`src/rtl/sign_mag_add_arb.sv`:
```
// ============================================================================
// Module   : sign_mag_add_arb
// Purpose  : Two-requester round-robin arbiter in front of one registered
//            sign-magnitude adder (grant, calculate, done pulse).
// Revision : 1.0 - initial release
// ============================================================================
`default_nettype none

module sign_mag_add_arb #(
  parameter int N = 8
) (
  input  logic         clk,
  input  logic         reset,
  input  logic         req0,
  input  logic [N-1:0] a0,
  input  logic [N-1:0] b0,
  input  logic         req1,
  input  logic [N-1:0] a1,
  input  logic [N-1:0] b1,
  output logic         gnt0,
  output logic         gnt1,
  output logic         done0,
  output logic         done1,
  output logic [N-1:0] sum,
  output logic         ovf,
  output logic         busy
);

  typedef enum logic [1:0] {
    S_IDLE = 2'd0,
    S_CALC = 2'd1,
    S_DONE = 2'd2
  } state_t;

  state_t       r_state;
  state_t       w_next;
  logic         w_start;
  logic         w_sel1;

  logic         r_ptr;
  logic         r_gnt0;
  logic         r_gnt1;
  logic         r_done0;
  logic         r_done1;
  logic         r_ovf;
  logic [N-1:0] r_a;
  logic [N-1:0] r_b;
  logic [N-1:0] r_sum;

  logic [N-2:0] w_mag_a;
  logic [N-2:0] w_mag_b;
  logic [N-2:0] w_max;
  logic [N-2:0] w_min;
  logic [N-2:0] w_diff;
  logic [N-2:0] w_mag;
  logic [N-1:0] w_add;
  logic         w_sign;
  logic         w_same;
  logic         w_ovf;
  logic [N-1:0] w_res;

  // Requester 1 wins when it is alone, or when both ask and the pointer favors it.
  always_comb begin
    w_next  = r_state;
    w_start = 1'b0;
    w_sel1  = 1'b0;
    case (r_state)
      S_IDLE: begin
        if (req0 || req1) begin
          w_start = 1'b1;
          w_sel1  = req1 && (!req0 || r_ptr);
          w_next  = S_CALC;
        end
      end
      S_CALC:  w_next = S_DONE;
      S_DONE:  w_next = S_IDLE;
      default: w_next = S_IDLE;
    endcase
  end

  always_ff @(posedge clk or posedge reset) begin
    if (reset) begin
      r_state <= S_IDLE;
    end else begin
      r_state <= w_next;
    end
  end

  always_comb begin
    w_mag_a = r_a[N-2:0];
    w_mag_b = r_b[N-2:0];
    if (w_mag_a > w_mag_b) begin
      w_max  = w_mag_a;
      w_min  = w_mag_b;
      w_sign = r_a[N-1];
    end else begin
      w_max  = w_mag_b;
      w_min  = w_mag_a;
      w_sign = r_b[N-1];
    end
    w_same = (r_a[N-1] == r_b[N-1]);
    w_add  = {1'b0, w_max} + {1'b0, w_min};
    w_diff = w_max - w_min;
    w_mag  = w_same ? w_add[N-2:0] : w_diff;
    w_ovf  = w_same & w_add[N-1];
    // A zero magnitude always carries a positive sign.
    w_res  = {w_sign & (|w_mag), w_mag};
  end

  always_ff @(posedge clk or posedge reset) begin
    if (reset) begin
      r_ptr   <= 1'b0;
      r_gnt0  <= 1'b0;
      r_gnt1  <= 1'b0;
      r_done0 <= 1'b0;
      r_done1 <= 1'b0;
      r_ovf   <= 1'b0;
      r_a     <= '0;
      r_b     <= '0;
      r_sum   <= '0;
    end else begin
      case (r_state)
        S_IDLE: begin
          if (w_start) begin
            r_a    <= w_sel1 ? a1 : a0;
            r_b    <= w_sel1 ? b1 : b0;
            r_gnt0 <= !w_sel1;
            r_gnt1 <= w_sel1;
          end
        end
        S_CALC: begin
          r_sum   <= w_res;
          r_ovf   <= w_ovf;
          r_done0 <= r_gnt0;
          r_done1 <= r_gnt1;
        end
        S_DONE: begin
          r_ptr   <= r_gnt0;
          r_gnt0  <= 1'b0;
          r_gnt1  <= 1'b0;
          r_done0 <= 1'b0;
          r_done1 <= 1'b0;
        end
        default: begin
          r_gnt0  <= 1'b0;
          r_gnt1  <= 1'b0;
          r_done0 <= 1'b0;
          r_done1 <= 1'b0;
        end
      endcase
    end
  end

  assign gnt0  = r_gnt0;
  assign gnt1  = r_gnt1;
  assign done0 = r_done0;
  assign done1 = r_done1;
  assign sum   = r_sum;
  assign ovf   = r_ovf;
  assign busy  = (r_state != S_IDLE);

endmodule

`default_nettype wire

```
`config.mk`:
```
export PLATFORM = sky130hd
export DESIGN_NAME = sign_mag_add_arb
export DESIGN_NICKNAME = d
export VERILOG_FILES = /design/src/rtl/sign_mag_add_arb.sv
export SDC_FILE = /design/constraint.sdc
export NUM_CORES = 1
export LEC_CHECK = 0
export BUFFER_PORTS_ARGS = -buffer_cell sky130_fd_sc_hd__buf_2
export CAP_MARGIN = 20
export CORE_MARGIN = 2
export CORE_UTILIZATION = 35
export DETAILED_ROUTE_END_ITERATION = 16
export SLEW_MARGIN = 15
export SYNTH_ARGS = -nofsm -noshare
export SYNTH_HDL_FRONTEND = slang
export SYNTH_SLANG_ARGS = --single-unit
```
`constraint.sdc`:
```
create_clock -name clk -period 7.2 [get_ports clk]
set_input_delay 0.72 -clock clk [delete_from_list [all_inputs] [get_ports clk]]
set_output_delay 0.72 -clock clk [all_outputs]
set_load 0.01 [all_outputs]
```
==> flow_metrics.env <==
export IMPL_setup_worst_path_end="sum[7]"
export IMPL_synth_nets=282
export IMPL_via_per_inst=5.11
export IMPL_synth_top_area_cell="dfrtp_1"
export IMPL_layout_common_cells="buf_2 (49), dfrtp_1 (32), nand2_1 (23), o21ai_0 (21), inv_1 (17)"
export IMPL_rrSetupSlack_ns=3.58
export IMPL_drt_wl_total_um=4980
export IMPL_grt_pass1_wl_um=8580
export IMPL_fin_nets=333
export IMPL_crit_path_frequent_cell="ha_1"
export IMPL_floorplan_initialDensity=0.357
export IMPL_htree_levels=2
export IMPL_cap_viol_max_count=0
export IMPL_crit_chain="inv_1 > ha_1 > nand3b_1 > a211oi_1 > o21a_1 > nand3_1 > and2_1 > ha_1 > nand2_1 > o31ai_1 > a31oi_1 > o221ai_1 > nor3_1 > xnor2_1 > nor2_1 > a41oi_2"
export IMPL_power_density_nw_per_um2=563
export IMPL_synthDistinctLibCells=43
export IMPL_drt_iter0_markers=107
export IMPL_grt_pass1_vias=1787
export IMPL_yosysTopAreaCellShare=0.386
export IMPL_die_w_um=81.0
export IMPL_drive_above_1_share=0.241
export IMPL_drc=0
export IMPL_switchingPower_w=0.000698
export IMPL_r2r_cells=16
export IMPL_switching_share=0.499
export IMPL_cts_buffers=5
export IMPL_overflow=0
export IMPL_vias=1826
export IMPL_arrival_ns=3.82
export IMPL_diodes=0
export IMPL_final_common_cell="buf_2"
export IMPL_period_share=0.502
export IMPL_relSlewSlack=0.665
export IMPL_worst_clock_skew_ns=0.0106
export IMPL_use_met2=0.264
export IMPL_io_pin_count=50
export IMPL_hp_class="reg -> reg"
export IMPL_ys_seq_elements=32
export IMPL_syn_avg_cell_area_um2=9.02
export IMPL_end_kind="register"
export IMPL_antenna_found_initial=0
export IMPL_combPwrFrac=0.658
export IMPL_setup_tns_ns=0
export IMPL_grt_busiest_layer="met2"
export IMPL_antenna_left=0
export IMPL_cts_root_buf="clkbuf_8"
export IMPL_synth_cells=230
export IMPL_setup_viol=0
export IMPL_worstMarginPinSlew_ns=0.502
export IMPL_cp_required_ns=7.41
export IMPL_rows=28
export IMPL_seq_area_frac_synth=0.386
export IMPL_seqPwrFrac=0.240
export IMPL_gp_congestion=0.864
export IMPL_post_cts_setup_buffers=0
export IMPL_crit_path_start="r_b[2]"
export IMPL_ys_top_cells_by_area="dfrtp_1 (39%), ha_1 (9.0%), o21ai_0 (5.1%)"
export IMPL_design_core_area_um2=5820
export IMPL_cts_buffer_depth=2
export IMPL_r2r_end="sum[7]"
export IMPL_r2r_start="r_b[2]"
export IMPL_crit_path_start_kind="register"
export IMPL_post_route_min_period_ns=3.62
export IMPL_yosysWarningCount=0
export IMPL_power_frac_clock=0.102
export IMPL_critPathSlowestCell="o21a_1"
export IMPL_cp_num_buf_inv=1
export IMPL_clk_insertion_delay_late_ns=0.29
export IMPL_cts_resized=0
export IMPL_critPathTopFamily="compound AO/OA/AOI/OAI gates"
export IMPL_wl_per_cell_um=13.9
export IMPL_rsz0062_at_grt="false"
export IMPL_dp_cells=347
export IMPL_die_h_um=81.0
export IMPL_criticalPathCategory="reg -> reg"
export IMPL_syn_to_final_growth_pct=19.7
export IMPL_hold_violations=0
export IMPL_final_cells=357
export IMPL_worstHoldPathCells=2
export IMPL_grt_use_met3=0.0322
export IMPL_grt_max_degree=33
export IMPL_syn_area_um2=2080
export IMPL_max_freq_mhz=276
export IMPL_cp_max_fo=11
export IMPL_cpPeakStageDelay_ns=0.49
export IMPL_die_area_um2=6560
export IMPL_dr_pass1_iters=4
export IMPL_slew_viol_final=0
export IMPL_cts_sinks=32
export IMPL_vdd_ir_drop_max_mv=0.195
export IMPL_intPower_w=0.000700
export IMPL_cts_tree="done"
export IMPL_clk_pin_slew_ns=0.08
export IMPL_portBuffers=49
export IMPL_status="finished, final reports clean"
export IMPL_cp_depth=16
export IMPL_hpwl_um=3760
export IMPL_leakage_nw=1.17
export IMPL_cts_hold_fix_buffers=0
export IMPL_grt_use_total=0.170
export IMPL_grtUsageMet1=0.234
==> power by group through the flow <==
stage / logic [W] / registers (W) / clock network (W)
detailed placement: 0.000905 / 0.000340 / 0
floorplan: 0.000708 / 0.000335 / 0
finish: 0.000920 / 0.000336 / 0.000142
global route: 0.00103 / 0.000351 / 0.000153
global placement: 0.000912 / 0.000337 / 0
CTS: 0.000910 / 0.000337 / 0.000146
==> cells by family (layout without fill, tap and decap cells) <==
group | Yosys count | after routing | synth area share
AOI/OAI and AO/OA | 76 | 76 | 0.236
and+or+nand+nor | 65 | 65 | 0.153
DFF | 32 | 32 | 0.386
buffers and inverters | 28 | 80 | 0.0597
adders and majority gates | 16 | 16 | 0.100
muxes | 7 | 7 | 0.0404
xor gates and xnor gates | 6 | 6 | 0.0253
==> worst register-to-register path, delay by kind of cell, from the launching register on <==
kind | cells | cell delay [ns]
AOI/OAI and AO/OA | 6 | 1.38
and+or+nand+nor | 6 | 0.88
adders and majority gates | 2 | 0.63
DFF | 1 | 0.39
xor gates and xnor gates | 1 | 0.18
buffers and inverters | 1 | 0.09
==> worst min path at each step <==
stage / start / to
3_3_place_gp: sum[6] / sum[6]
5_1_grt: sum[6] / sum[6]
2_1_floorplan: r_a[6] / r_a[6]
4_1_cts: sum[6] / sum[6]
6_report: sum[2] / sum[2]
3_5_place_dp: sum[6] / sum[6]
==> cell type report <==
class                   count  area, µm²
clock buffers               5       68.8
well taps                  75       93.8
repair buffers             54        283
flip-flops and latches     32        801
inverters                  18       67.6
multi-input cells         170       1150
fillers                   628       3330
clock inverters             3       18.8
==> cells in the mapped netlist (all sizes together) <==
cell type	instances
a31oi	3
o211ai	1
nand3b	1
o21a	2
xnor2	5
buf	3
xor2	1
a311oi	1
fa	1
clkinv	1
dfrtp	32
or3	3
mux2i	6
o31ai	2
nor4	1
nor2	16
a41oi	2
o21bai	4
nand4b	2
o31a	1
a21oi	14
mux2	1
ha	15
o221ai	9
nor2b	2
a211oi	2
nand2	24
nand3	2
or2	1
o21ai	24
and4b	1
nor3	1
o22ai	11
nand2b	6
and2	1
nand4	3
inv	17
clkbuf	7
and4	1
==> flip-flops by register name (all words and copies together), names as in the netlist <==
register	flops
r_a	8
r_b	8
sum	8
r_state	2
done0	1
done1	1
gnt0	1
gnt1	1
ovf	1
r_ptr	1
==> per-layer routing <==
metal  up-vias  share of wire
met5         -              0
met2        57           0.44
met1       826           0.49
met3         8          0.052
li1        935              -
met4         0          0.019
==> metrics by stage <==
stage           util  power, W  cell area [µm²]  setup WS (ns)  hold slack (ns)
6_report       0.427   0.00140             2480           3.58            0.477
5_1_grt        0.427   0.00154             2480           3.30            0.506
4_1_cts        0.424   0.00139             2470           3.61            0.483
3_5_place_dp   0.409   0.00125             2380           3.63            0.466
3_3_place_gp   0.409   0.00125             2380           3.71            0.460
2_1_floorplan      -   0.00104             2080           3.98            0.484
Power figures use the tool's default switching activity.
